### config.mk
export PLATFORM = sky130hd
export DESIGN_NAME = sram_port_arbiter
export DESIGN_NICKNAME = d
export VERILOG_FILES = /design/src/rtl/elpis_sram_pkg.sv /design/src/rtl/sram_grant_pick.sv /design/src/rtl/sram_port_arbiter.sv
export SDC_FILE = /design/constraint.sdc
export NUM_CORES = 1
export LEC_CHECK = 0
export CAP_MARGIN = 20
export CORE_AREA = 2 2 112 114
export CTS_CLUSTER_DIAMETER = 60
export CTS_CLUSTER_SIZE = 14
export DETAILED_ROUTE_END_ITERATION = 8
export DIE_AREA = 0 0 114 116
export GPL_TIMING_DRIVEN = 0
export PLACE_DENSITY = 0.67
export SLEW_MARGIN = 20
export SYNTH_ARGS = -nofsm -noshare
export SYNTH_HDL_FRONTEND = slang
export SYNTH_SLANG_ARGS = --single-unit
### constraint.sdc
create_clock -name wb_clk_i -period 1.8 [get_ports wb_clk_i]
set_input_delay 0.27 -clock wb_clk_i [delete_from_list [all_inputs] [get_ports wb_clk_i]]
set_output_delay 0.27 -clock wb_clk_i [all_outputs]
set_load 0.1 [all_outputs]
### src/rtl/elpis_sram_pkg.sv
// Shared types and defaults for the user-SRAM port arbiter.
// Requester ids, grant bit positions and default geometry.
package elpis_sram_pkg;

  typedef enum logic [1:0] {
    REQ_NONE = 2'd0,
    REQ_WB   = 2'd1,
    REQ_DM   = 2'd2,
    REQ_IF   = 2'd3
  } req_id_e;

  localparam int unsigned SRAM_ADDR_W    = 9;
  localparam int unsigned SRAM_DATA_W    = 32;
  localparam int unsigned STARVE_MAX_DEF = 8;

  // Bit positions inside the one-hot grant vector.
  localparam int unsigned GNT_WB = 0;
  localparam int unsigned GNT_DM = 1;
  localparam int unsigned GNT_IF = 2;

endpackage

### src/rtl/sram_grant_pick.sv
// One-hot grant selection: WB priority unless the core is being starved,
// DM/IF share the remaining slot round-robin.
module sram_grant_pick
  import elpis_sram_pkg::*;
(
  input  logic       wb_req_i,
  input  logic       dm_req_i,
  input  logic       if_req_i,
  input  logic       starve_i,
  input  logic       rr_last_if_i,
  output logic [2:0] gnt_o
);

  logic core_req;

  assign core_req = dm_req_i | if_req_i;

  always_comb begin
    gnt_o = '0;
    if (wb_req_i && !(starve_i && core_req)) begin
      gnt_o[GNT_WB] = 1'b1;
    end else if (dm_req_i && (!if_req_i || rr_last_if_i)) begin
      gnt_o[GNT_DM] = 1'b1;
    end else if (if_req_i) begin
      gnt_o[GNT_IF] = 1'b1;
    end
  end

endmodule

### src/rtl/sram_port_arbiter.sv
// Shares the single-port user SRAM between the Wishbone loader and the
// Elpis core data and fetch ports, routing read data back to its issuer.
module sram_port_arbiter
  import elpis_sram_pkg::*;
#(
  parameter int unsigned ADDR_W     = SRAM_ADDR_W,
  parameter int unsigned DATA_W     = SRAM_DATA_W,
  parameter int unsigned STARVE_MAX = STARVE_MAX_DEF
) (
  input  logic                wb_clk_i,
  input  logic                wb_rst_i,

  input  logic                wbs_req_i,
  input  logic                wbs_we_i,
  input  logic [ADDR_W-1:0]   wbs_addr_i,
  input  logic [DATA_W-1:0]   wbs_wdata_i,
  input  logic [DATA_W/8-1:0] wbs_wmask_i,
  output logic                wbs_gnt_o,
  output logic                wbs_rvalid_o,
  output logic [DATA_W-1:0]   wbs_rdata_o,

  input  logic                dm_req_i,
  input  logic                dm_we_i,
  input  logic [ADDR_W-1:0]   dm_addr_i,
  input  logic [DATA_W-1:0]   dm_wdata_i,
  input  logic [DATA_W/8-1:0] dm_wmask_i,
  output logic                dm_gnt_o,
  output logic                dm_rvalid_o,
  output logic [DATA_W-1:0]   dm_rdata_o,

  input  logic                if_req_i,
  input  logic [ADDR_W-1:0]   if_addr_i,
  output logic                if_gnt_o,
  output logic                if_rvalid_o,
  output logic [DATA_W-1:0]   if_rdata_o,

  output logic                sram_csb_o,
  output logic                sram_web_o,
  output logic [DATA_W/8-1:0] sram_wmask_o,
  output logic [ADDR_W-1:0]   sram_addr_o,
  output logic [DATA_W-1:0]   sram_din_o,
  input  logic [DATA_W-1:0]   sram_dout_i
);

  logic [7:0] starve_cnt;
  logic       rr_last_if;
  req_id_e    rd_owner;

  logic       wb_req, dm_req, if_req, core_req, starve;
  logic [2:0] gnt;

  // Requests are masked during reset so every output sits at its reset value.
  assign wb_req   = wbs_req_i & ~wb_rst_i;
  assign dm_req   = dm_req_i & ~wb_rst_i;
  assign if_req   = if_req_i & ~wb_rst_i;
  assign core_req = dm_req | if_req;
  assign starve   = (starve_cnt == 8'(STARVE_MAX));

  sram_grant_pick u_pick (
    .wb_req_i     (wb_req),
    .dm_req_i     (dm_req),
    .if_req_i     (if_req),
    .starve_i     (starve),
    .rr_last_if_i (rr_last_if),
    .gnt_o        (gnt)
  );

  assign wbs_gnt_o = gnt[GNT_WB];
  assign dm_gnt_o  = gnt[GNT_DM];
  assign if_gnt_o  = gnt[GNT_IF];

  always_comb begin
    sram_csb_o   = 1'b1;
    sram_web_o   = 1'b1;
    sram_wmask_o = '0;
    sram_addr_o  = '0;
    sram_din_o   = '0;
    if (gnt[GNT_WB]) begin
      sram_csb_o  = 1'b0;
      sram_web_o  = ~wbs_we_i;
      sram_addr_o = wbs_addr_i;
      if (wbs_we_i) begin
        sram_wmask_o = wbs_wmask_i;
        sram_din_o   = wbs_wdata_i;
      end
    end else if (gnt[GNT_DM]) begin
      sram_csb_o  = 1'b0;
      sram_web_o  = ~dm_we_i;
      sram_addr_o = dm_addr_i;
      if (dm_we_i) begin
        sram_wmask_o = dm_wmask_i;
        sram_din_o   = dm_wdata_i;
      end
    end else if (gnt[GNT_IF]) begin
      sram_csb_o  = 1'b0;
      sram_addr_o = if_addr_i;
    end
  end

  always_ff @(posedge wb_clk_i) begin
    if (wb_rst_i) begin
      starve_cnt <= '0;
      rr_last_if <= 1'b1;
      rd_owner   <= REQ_NONE;
    end else begin
      // Counts only WB wins that left a core request waiting.
      if (!core_req || gnt[GNT_DM] || gnt[GNT_IF]) begin
        starve_cnt <= '0;
      end else if (gnt[GNT_WB] && !starve) begin
        starve_cnt <= starve_cnt + 8'd1;
      end

      if (gnt[GNT_DM]) begin
        rr_last_if <= 1'b0;
      end else if (gnt[GNT_IF]) begin
        rr_last_if <= 1'b1;
      end

      if (gnt[GNT_WB] && !wbs_we_i) begin
        rd_owner <= REQ_WB;
      end else if (gnt[GNT_DM] && !dm_we_i) begin
        rd_owner <= REQ_DM;
      end else if (gnt[GNT_IF]) begin
        rd_owner <= REQ_IF;
      end else begin
        rd_owner <= REQ_NONE;
      end
    end
  end

  assign wbs_rvalid_o = (rd_owner == REQ_WB) && !wb_rst_i;
  assign dm_rvalid_o  = (rd_owner == REQ_DM) && !wb_rst_i;
  assign if_rvalid_o  = (rd_owner == REQ_IF) && !wb_rst_i;

  assign wbs_rdata_o = wbs_rvalid_o ? sram_dout_i : '0;
  assign dm_rdata_o  = dm_rvalid_o  ? sram_dout_i : '0;
  assign if_rdata_o  = if_rvalid_o  ? sram_dout_i : '0;

endmodule

* After elaboration in Yosys (flattened, before gate mapping)
Index checks and enable logic that the tools add are counted.
Storage, ports and cells: bits in registers 11, bits of input ports 138, output and inout port bits 149, word-level logic and storage cells 67
Operators by class: add/sub/neg operators 1, equality and inequality tests 4, multiplexer cells 29, bitwise operators 7, reductions and logical operators 22
Operators by type and width (count):
- $mux 32 | 7
- $mux 9 | 3
- $mux 4 | 4
- $mux 1 | 12
- $logic_and 1x1->1 | 9
- $add 8x1->8 const B | 1
- $eq 8x4->1 const B | 1
- $logic_not 1->1 | 7
- $mux 2 | 3
- $eq 2x2->1 const B | 2
- $reduce_or 2->1 | 2
- $and 1x1->1 | 3
- $logic_or 1x1->1 | 3
- $not 1->1 | 3
- $eq 2x1->1 const B | 1
- $reduce_bool 2->1 | 1
- $or 1x1->1 | 1

* Depth between registers and ports, before layout
Gate-level depths: netlist of run 1.
depth in word-level cells 10, depth in mapped cells 7, depth with buffers taken out 6

* Cells and area by module
From an unflattened synthesis of run 1, not the netlist that was laid out.
Unflattened totals: cell total of the unflattened synthesis 260, area, all modules 1801.7 um^2
By module, submodules not included:
- sram_port_arbiter | instances 1, cells each 253, area an instance 1761.7 um^2, seq. area each 220.2 um^2
- sram_grant_pick | instances 1, cells each 7, area an instance 40.0 um^2, seq. area each 0.0 um^2

* Worst setup path before layout of run 1
OpenSTA, ideal clock, no wires.
kind register to output, from register starve_cnt[0], to output port dm_gnt_o, arrival 4143 ps, data required time 1530 ps, slack -2613 ps, stages on the path, launching flop included 7, buffers on the path 0, cell sequence dfxtp_1 > inv_1 > ha_1 > and4bb_4 > a31o_2 > inv_2 > nor4b_1
Between the ends: word-level cells in the longest chain between the ends 5
Ends and longest elaborated chain:
- start, declared | line sram_port_arbiter.sv:45 | logic [7:0] starve_cnt;
- start signal, assigned | line sram_port_arbiter.sv:110 | starve_cnt <= starve_cnt + 8'd1;
- $eq 8x4->1 | line sram_port_arbiter.sv:57 | assign starve = (starve_cnt == 8'(STARVE_MAX));
- $logic_and 1x1->1 | line sram_grant_pick.sv:20 | if (wb_req_i && !(starve_i && core_req)) begin
- $logic_not 1->1 | line sram_grant_pick.sv:20
- $logic_and 1x1->1 | line sram_grant_pick.sv:20
- $mux 2 | line sram_grant_pick.sv:20
- end, declared | line sram_port_arbiter.sv:27 | output logic dm_gnt_o,
Every way passes these cells.

* Final worst setup path of run 1
from register starve_cnt[1], to output port sram_din_o[5]
Between the ends: word-level cells in the longest chain between the ends 7, elaborated cells on any way between the ends 8, those cells by class 1 x eq/ne; 4 x mux; 3 x reduce/logical
Ends and longest elaborated chain:
- $eq 8x4->1 (*) | line sram_port_arbiter.sv:57
- $logic_and 1x1->1 (*) | line sram_grant_pick.sv:20
- $logic_not 1->1 (*) | line sram_grant_pick.sv:20
- $logic_and 1x1->1 (*) | line sram_grant_pick.sv:20
- $mux 2 | line sram_grant_pick.sv:20
- $mux 32 | line sram_port_arbiter.sv:86 | end else if (gnt[GNT_DM]) begin
- $mux 32 (*) | line sram_port_arbiter.sv:78 | if (gnt[GNT_WB]) begin
- end, declared | line sram_port_arbiter.sv:41 | output logic [DATA_W-1:0] sram_din_o,
Every way passes the cells marked *; elsewhere a longest branch is shown, timed or not.

==> results.toml, run 1 <==
[status]
status = "finished, violations left"
violations = "setup timing"

[pwr]
vdd_drop_max_mv = 0.3357
p_seq_share_pct = 8.6
pwr-share-comb_pct = 77.7
p_leak_uw = 0.003346
power_frac_clock_pct = 13.6
p_per_area_nw_per_um2 = 371.5
p_sw_share_pct = 49.52
p_int_uw = 1516
power_switching_uw = 1487

[timing]
period_share_pct = 124.4
setup_tns_ps = -18800
fmax_ghz = 0.4467
worst_slack_ps = -438.8
period_needed_ps = 2239
rsz0062_at_grt = "yes"
skew_ps = 1.890
worst_pin_slew_ps = 513.6
whs_ps = 445.4
drv_slew = 0
slew_headroom_pct = 65.76
setup_viol = 49
final_hold_viol_count = 0

[synthesis]
synth_area_leader_cell = "and2_1"
synthCells = 359
synth_edf_count = 0
synth.distinct_cells = 48
synth_seq_area_share_pct = 8.980
yosys_warnings = 0
postSynthAreaPerCell_um2 = 6.831
synthTopCellsByArea = "and2_1 25%, inv_1 14%, o32ai_1 12%"
synth-seq-cells = 11
ys_async_sr_fraction_pct = 0
syn_nets = 499
ys.flop_type = "dfxtp_1"
synthesis.area_um2 = 2452
synth_top_area_share_pct = 24.74

[layout]
syn2layout_area_growth_pct = 229.6
antenna_cells = 0
finalNetCount = 808
layout-drive-gt1-share_pct = 52.02
finalNonFillerCells = 814
fin_util_pct = 67.87

[place]
numPortBuffers = 285
place_inst = 791
gp_congestion = 0.8260
post-place-ws_ps = -1776
place_hpwl_um = 11780

[global_route]
grt_max_degree = 13
grt_pass1_vias = 3835
track_usage_pct = 21.16
grt_pass1_wl_um = 22110
grt-ovfl-total = 0
antenna_found_initial = 0

[floorplan]
dieArea_um2 = 13220
rows = 40
core_um2 = 11910
die_w_um = 114
initial_utilization_pct = 20.59
io_pins = 287
die_height_um = 116

[clocking]
worst_skew_pair.late_latency_ps = 240
clkTransAtPathRegs_ps = 40
clock_sinks = 11
cts_tree = "done"
clockBufferDepth = 2
cts_root_buffer = "clkbuf_16"
htree_levels = 1
cts_buffers = 3

[setup_path]
cp_slowest_cell = "dfxtp_2"
worstSetupPathType = "flop to output pin"
r2r-end = "starve_cnt[7]"
crit_chain = "inv_2, ha_4, and4bb_4, a311o_1, buf_12, buf_16, o32ai_4, buf_12"
end_kind = "output pin"
crit_fanout = 8
reg2reg_setup_slack_ps = 160
r2r_cells = 6
setup.worst_path.start_class = "flop"
critPathRequiredTime_ps = 1530
cp_common_cell = "buf_12"
critPathTopFamily = "buffers and inverters"
worstReg2RegStart = "starve_cnt[1]"
crit_arrival_ps = 1970
critPathMaxStageDelay_ps = 330
crit_buf_inv = 4

[routing]
ant_nets = 0
routed_wl_um = 15410
initialDrtViolationCount = 166
wl_per_cell_um = 18.93
vias = 3864
dr.pass1.iters = 4
drc_errors = 0
via_per_inst = 4.747

[min_path]
hp-start = "wb_rst_i"
hold_end = "rd_owner[1]"
whs_path_depth = 4
hold_path.class = "input port to flop"

[run]
drv_cap = 0
cells in the final DEF, fill, tap and decap left out, types with 2 or more instances in the layout:
master           netlist  routed
buf_2                  6       2
or4_1                  2       2
buf_16                 0       4
clkbuf_4               0       9
buf_8                  0      29
a311oi_2               0       9
a211o_1                2       2
buf_6                  8      44
nand4b_1              10      10
nor3b_4                0       2
buf_12                 0      85
dfxtp_2                0       4
nor2_1                 6       5
o32ai_4                0      36
clkbuf_1              17       5
and2_1                97      30
and2_2                 0      36
a2111oi_0              2       2
a21oi_1                4       4
buf_4                  3      19
dfxtp_1               11       6
clkdlybuf4s50_1        0     133
a2111o_1               9       9
o31ai_1                2       2
clkbuf_16              0       9
and2_4                 0      31
inv_1                 89      87
nand2_1                3       3
a31oi_4                0       9
inv_2                  1       2
or3_1                  2       2
area by class of cell:
cell class | count | area (um^2)
Tap cell | 147 | 183.9
Sequential cell | 11 | 229.0
Clock buffer | 4 | 78.83
Inverter | 90 | 345.3
Fill cell | 853 | 3827
Multi-Input combinational cell | 224 | 2754
Buffer | 33 | 426.7
Timing Repair Buffer | 305 | 4066
worst max path at each step:
stage | from | end | slack (ps) | cells after the start
after floorplan | starve_cnt[1] | sram_din_o[28] | -510 | 7
after global placement | if_req_i | sram_din_o[15] | -1740 | 7
after detailed placement | if_req_i | sram_din_o[15] | -1780 | 7
after CTS | starve_cnt[1] | sram_din_o[4] | -430 | 8
after global routing | starve_cnt[1] | sram_din_o[8] | -480 | 8
final | starve_cnt[1] | sram_din_o[5] | -440 | 8
sequential cells by signal, summed over array words and instances (netlist names):
signal	count
rd_owner	2
rr_last_if	1
starve_cnt	8
worst min-delay path, cell delays in order:
cell and delay (ps):
buf_6 90, buf_6 110, or4b_1 110, a21oi_1 60
per-stage QoR:
step | area (um^2) | power (uW)
6_report | 8084 | 3003
5_1_grt | 8084 | 3097
3_3_place_gp | 6551 | 2222
2_1_floorplan | 3515 | 1618
3_5_place_dp | 6551 | 2235
4_1_cts | 7660 | 2927
logic make-up (layout without fill, tap and decap cells):
logic type / count (synthesis) / in the layout / share of synthesized area [%]
AO/OA/AOI/OAI: 82 / 82 / 29.69
XOR/XNOR: 2 / 2 / 0.7144
flip-flops: 11 / 11 / 8.980
AND/OR/NAND/NOR: 136 / 136 / 36.53
buffers and inverters: 124 / 432 / 22.19
adder cells (fa/ha/maj): 2 / 2 / 1.020
multiplexers: 2 / 2 / 0.8673
Yosys cell counts (3+ instances only):
cell / number
clkbuf_1: 17
a21oi_1: 4
inv_1: 89
nand4b_1: 10
buf_2: 6
a31oi_1: 9
o32ai_2: 4
nand2b_1: 3
a2111o_1: 9
dfxtp_1: 11
nor2_1: 6
buf_6: 8
nand2_1: 3
buf_4: 3
and2_1: 97
o32ai_1: 33
a311oi_1: 9
per-layer routing:
metal  global-route usage (%)  up-vias  part of all wire [%]
met5                        0        -                     0
met4                    6.829        0                   3.3
met3                    2.877       31                   6.8
met2                    39.09      170                    54
met1                    25.28     1808                    36
li1                         -     1855                     -
power groups by stage:
stage          registers (uW)  clock network [uW]  logic [uW]
3_3_place_gp              263                   0        1960
6_report                  260                 410        2330
4_1_cts                   259                 414        2250
5_1_grt                   261                 427        2410
2_1_floorplan             262                   0        1360
3_5_place_dp              264                   0        1970
timing repair:
action	4_1_cts	5_1_grt
buffers inserted	12	3
hold buffers	0	0
setup endpoints to repair	150	143
gates resized for setup	1220	90
pin swaps	42	11
cloned	1	4
hold endpoints to repair	0	0
(Power assumes the default switching activity.)
==> run 2: changes to the inputs <==
--- a/config.mk
+++ b/config.mk
@@ -12,7 +12,7 @@
 export DETAILED_ROUTE_END_ITERATION = 8
 export DIE_AREA = 0 0 114 116
 export GPL_TIMING_DRIVEN = 0
-export PLACE_DENSITY = 0.67
+export PLACE_DENSITY = 0.64
 export SLEW_MARGIN = 20
 export SYNTH_ARGS = -nofsm -noshare
 export SYNTH_HDL_FRONTEND = slang
==> results.toml, run 2 (synthesis results as in run 1) <==
[timing]
worst_slack_ps = -450.0
period_share_pct = 125.0
rsz0062_at_grt = "yes"
final_hold_viol_count = 0
fmax_ghz = 0.4444
skew_ps = 0.8676
period_needed_ps = 2250
slew_headroom_pct = 66.19
worst_pin_slew_ps = 510.7
drv_slew = 0
setup_viol = 70

[pwr]
p_sw_share_pct = 49.45
p_seq_share_pct = 8.6
p_leak_uw = 0.003383
power_frac_clock_pct = 13.5
power_switching_uw = 1483
p_per_area_nw_per_um2 = 370.0
pwr-share-comb_pct = 77.8
vdd_drop_max_mv = 0.3107
p_int_uw = 1517

[setup_path]
crit_fanout = 9
cp_common_cell = "buf_12"
worstSetupPathType = "flop to output pin"
crit_chain = "inv_2, ha_4, and4bb_4, a311o_1, buf_12, clkbuf_16, o32ai_4, buf_12"
crit_arrival_ps = 1980
r2r-end = "starve_cnt[7]"
end_kind = "output pin"
critPathRequiredTime_ps = 1530
critPathMaxStageDelay_ps = 340
cp-startpoint = "starve_cnt[0]"
reg2reg_setup_slack_ps = 240
setup.worst_path.start_class = "flop"
cp_slowest_cell = "dfxtp_4"
worstReg2RegStart = "starve_cnt[0]"
endpoint = "sram_din_o[27]"
r2r_cells = 6

[place]
gp_congestion = 0.8702
place_hpwl_um = 11880
placed_area_um2 = 6551
numPortBuffers = 285

[floorplan]
io_pins = 287
dieArea_um2 = 13220
rows = 40
die_w_um = 114
core_um2 = 11910
initial_utilization_pct = 20.59
die_height_um = 116

[global_route]
met1_usage_pct = 24.05
grt_pass1_wl_um = 22470
antenna_found_initial = 0
top_usage_layer = "met2"
track_usage_pct = 21.49
grt_pass1_vias = 3897
grt_max_degree = 11
met3_usage_pct = 4.393
grtUsageMet2_pct = 41.35
grt-ovfl-total = 0

[routing]
routed_wl_um = 15380
vias = 3919
ant_nets = 0
via_per_inst = 4.773
dr.pass1.iters = 4
wl_per_cell_um = 18.74
initialDrtViolationCount = 129
drc_errors = 0

[layout]
antenna_cells = 0
largest_register_ffs = 8
largestRegisters = "starve_cnt (8), rd_owner (2), rr_last_if (1)"
fin_util_pct = 68.08
final_cell_mix = "133 x clkdlybuf4s50_1, 98 x buf_12, 87 x inv_1, 57 x and2_4, 51 x buf_6"
layout-drive-gt1-share_pct = 52.23
layout_commonest_cell = "clkdlybuf4s50_1"
largest-register = "starve_cnt"
syn2layout_area_growth_pct = 230.7
finalNetCount = 815
stdcell_area_um2 = 8109

[min_path]
hold_path.class = "input port to flop"

[clocking]
cts_tree = "done"
cts_hold_buf = 0
clkTransAtPathRegs_ps = 40
cts_buffers = 3
cts_root_buffer = "clkbuf_16"
clock_sinks = 11
worst_skew_pair.late_latency_ps = 240
htree_levels = 1
clockBufferDepth = 2

[status]
status = "finished, violations left"
violations = "setup timing"

[run]
drv_cap = 0
[run 2: changes by cell type in the layout (fill, tap and decap cells not counted), moves of 2 or more]
cell,delta
buf_12,+13
a311oi_1,+2
clkbuf_4,-3
buf_4,+5
and2_2,-26
buf_6,+7
clkbuf_16,-2
and2_4,+26
clkbuf_2,+2
a311oi_2,-2
buf_8,-21
buf_2,+7
[run 2: how the worst min path moves through the flow]
stage	from	slack, ps	cells after the start	end
2_1_floorplan	wbs_we_i	360	1	rd_owner[0]
3_3_place_gp	starve_cnt[0]	450	1	starve_cnt[0]
3_5_place_dp	starve_cnt[0]	460	1	starve_cnt[0]
4_1_cts	dm_req_i	460	3	rd_owner[1]
5_1_grt	dm_req_i	470	3	rd_owner[1]
6_report	dm_req_i	470	3	rd_owner[1]
[run 2: power by group through the flow]
stage | clock network [uW] | registers (uW) | logic (uW)
after floorplan | 0 | 262 | 1360
after global placement | 0 | 264 | 1960
after detailed placement | 0 | 264 | 1970
after CTS | 416 | 260 | 2250
after global routing | 431 | 260 | 2410
final | 406 | 259 | 2330
[run 2: critical path, delay by kind of cell (launching register included)]
kind,cells,cell delay (ps)
buf+inv,4,610
flops,1,340
compound gates,2,430
fa+ha+maj,1,140
simple gates,1,220
[run 2: timing repair]
action / in CTS / in global routing
setup buffers: 15 / 10
endpoints found under the setup margin: 150 / 144
pin swaps: 40 / 8
gates cloned: 1 / 4
gates resized for setup: 1223 / 102
[run 2: cell type report]
cell class	instances	area [um^2]
sequential	11	229.0
clock buffer	4	78.83
fill	891	3802
inverter	90	345.3
timing repair buffer	315	4125
multi-input combinational	224	2773
tap	147	183.9
buffer	30	374.1
[run 2: metrics by stage]
step	total power (uW)	setup TNS, ps	worst slack, ps	hold slack, ps	cells
CTS	2929	-21870	-453.7	462.5	811
finish	3000	-20530	-450.0	472.2	821
floorplan	1618	-21800	-507.7	364.9	359
global route	3104	-24860	-512.5	465.3	821
detailed placement	2234	-221550	-1791	455.5	791
global placement	2219	-219370	-1776	446.4	791
[run 2: metal layers]
layer | vias to the layer above | share of wire [%] | routed length [um]
li1 | 1867 | - | -
met1 | 1856 | 35 | 5422
met2 | 170 | 55 | 8495
met3 | 26 | 7.0 | 1075
met4 | 0 | 2.5 | 389
met5 | - | 0 | 0
==> run 3: changes to the inputs <==
--- a/config.mk
+++ b/config.mk
@@ -7,12 +7,14 @@
 export LEC_CHECK = 0
 export CAP_MARGIN = 20
 export CORE_AREA = 2 2 112 114
+export CTS_BUF_LIST = sky130_fd_sc_hd__clkbuf_4
 export CTS_CLUSTER_DIAMETER = 60
 export CTS_CLUSTER_SIZE = 14
 export DETAILED_ROUTE_END_ITERATION = 8
 export DIE_AREA = 0 0 114 116
 export GPL_TIMING_DRIVEN = 0
 export PLACE_DENSITY = 0.64
+export REMOVE_ABC_BUFFERS = 1
 export SLEW_MARGIN = 20
 export SYNTH_ARGS = -nofsm -noshare
 export SYNTH_HDL_FRONTEND = slang
==> results.toml, run 3 (synthesis results as in run 1) <==
[min_path]
hold_end = "starve_cnt[6]"
whs_path_depth = 2
hp-start = "starve_cnt[6]"
hold_path.class = "flop to flop"

[status]
violations = "setup timing"
status = "finished, violations left"

[pwr]
power_frac_clock_pct = 6.4
power_uw = 2917
p_leak_uw = 0.003478
vdd_drop_max_mv = 0.2219
p_per_area_nw_per_um2 = 343.5
power_switching_uw = 1538
p_seq_share_pct = 9.2
pwr-share-comb_pct = 84.5
p_int_uw = 1379
p_sw_share_pct = 52.72

[place]
place_inst = 762
place_hpwl_um = 9859
gp_congestion = 0.8503
numPortBuffers = 286

[layout]
largest_register_ffs = 8
largestRegisters = "starve_cnt (8), rd_owner (2), rr_last_if (1)"
area.sequential_um2 = 231.5
syn2layout_area_growth_pct = 246.3
fin_util_pct = 71.29
fill_cells = 751
finalNetCount = 823
layout_commonest_cell = "clkdlybuf4s50_1"
multiInputGateArea_um2 = 2835
finalNonFillerCells = 830
final_cell_mix = "133 x clkdlybuf4s50_1, 129 x buf_12, 87 x inv_1, 72 x and2_4, 47 x buf_6"
largest-register = "starve_cnt"
layout-drive-gt1-share_pct = 53.37

[timing]
worst_slack_ps = -604.0
setup_viol = 119
period_share_pct = 133.6
period_needed_ps = 2404
drv_slew = 0
skew_ps = 6.583
final_hold_viol_count = 0
worst_pin_slew_ps = 465.8
whs_ps = 515.6
slew_headroom_pct = 68.74
fmax_ghz = 0.4160
rsz0062_at_grt = "yes"
setup_tns_ps = -33100

[floorplan]
die_height_um = 116
core_um2 = 11910
die_w_um = 114
dieArea_um2 = 13220
io_pins = 287
rows = 40
initial_utilization_pct = 20.59

[setup_path]
crit_arrival_ps = 2130
r2r-end = "rd_owner[0]"
r2r_cells = 8
setup.worst_path.start_class = "flop"
worstSetupPathType = "flop to output pin"
critPathRequiredTime_ps = 1530
end_kind = "output pin"
cp-startpoint = "starve_cnt[1]"
worstReg2RegStart = "starve_cnt[1]"
reg2reg_setup_slack_ps = 70
crit_fanout = 10

[global_route]
grt_max_degree = 34
grt-ovfl-total = 0
antenna_found_initial = 0
grt_pass1_wl_um = 24000
track_usage_pct = 23.44
grt_pass1_vias = 4224

[routing]
ant_nets = 0
via_per_inst = 5.104
routed_wl_um = 18730
dr.pass1.iters = 4
drc_errors = 0
initialDrtViolationCount = 130
vias = 4236
wl_per_cell_um = 22.57

[clocking]
htree_levels = 1
cts_buffers = 3
clockBufferDepth = 2
cts_tree = "done"
clock_sinks = 11
worst_skew_pair.late_latency_ps = 270
cts_root_buffer = "clkbuf_4"
cts_hold_buf = 0
clkTransAtPathRegs_ps = 70

[run]
drv_cap = 0
run 3: through the flow:
| step | area, um^2 | setup WS, ps |
|---|---|---|
| global placement | 5293 | -3777 |
| CTS | 7672 | -558.1 |
| global route | 8489 | -647.7 |
| detailed placement | 5345 | -2926 |
| floorplan | 2246 | -3289 |
| finish | 8492 | -604.0 |
run 3: worst max path at each step:
stage               cells after the start  slack (ps)        endpoint
finish                                  8        -600   sram_din_o[0]
global route                            8        -650   sram_din_o[0]
CTS                                     8        -560   sram_din_o[4]
detailed placement                      6       -2930  sram_din_o[21]
global placement                        3       -3780     dm_rvalid_o
floorplan                               4       -3290        dm_gnt_o
run 3: worst max-delay path: stages (launching register included):
cell and delay [ps]:
dfxtp_2 330, inv_2 70, ha_4 130, and4bb_4 280, a31o_4 220, buf_4 150, inv_8 70, o32ai_2 320
buf_6 280
run 3: final cells by class:
type	count	share of cell area, %
Inverter	90	4.170
Antenna cell	1	0.02947
Clock buffer	4	0.3536
Sequential cell	11	2.726
Tap cell	147	2.166
Multi-Input combinational cell	232	33.39
Timing Repair Buffer	341	56.51
Timing Repair inverter	4	0.6630
run 3: power by group through the flow:
stage                     Clock, uW  Combinational (uW)  Sequential (uW)
final                           186                2460              267
after global routing            206                2530              268
after CTS                       188                2260              264
after detailed placement          0                1690              268
after global placement            0                1670              266
after floorplan                   0                1060              263
run 3: metal layers:
layer  up-vias  wire [um]  global-route usage [%]
met5         -          0                       0
met4         0        629                   8.780
met2       252      10530                   46.23
met3        35       1347                   4.603
met1      2040       6224                   24.38
li1       1909          -                       -
run 3: timing repair:
action / in CTS / in global routing
buffers inserted: 43 / 12
gates resized for setup: 1421 / 172
pin swaps: 26 / 19
setup endpoints to repair: 160 / 145
cloned: 13 / 5
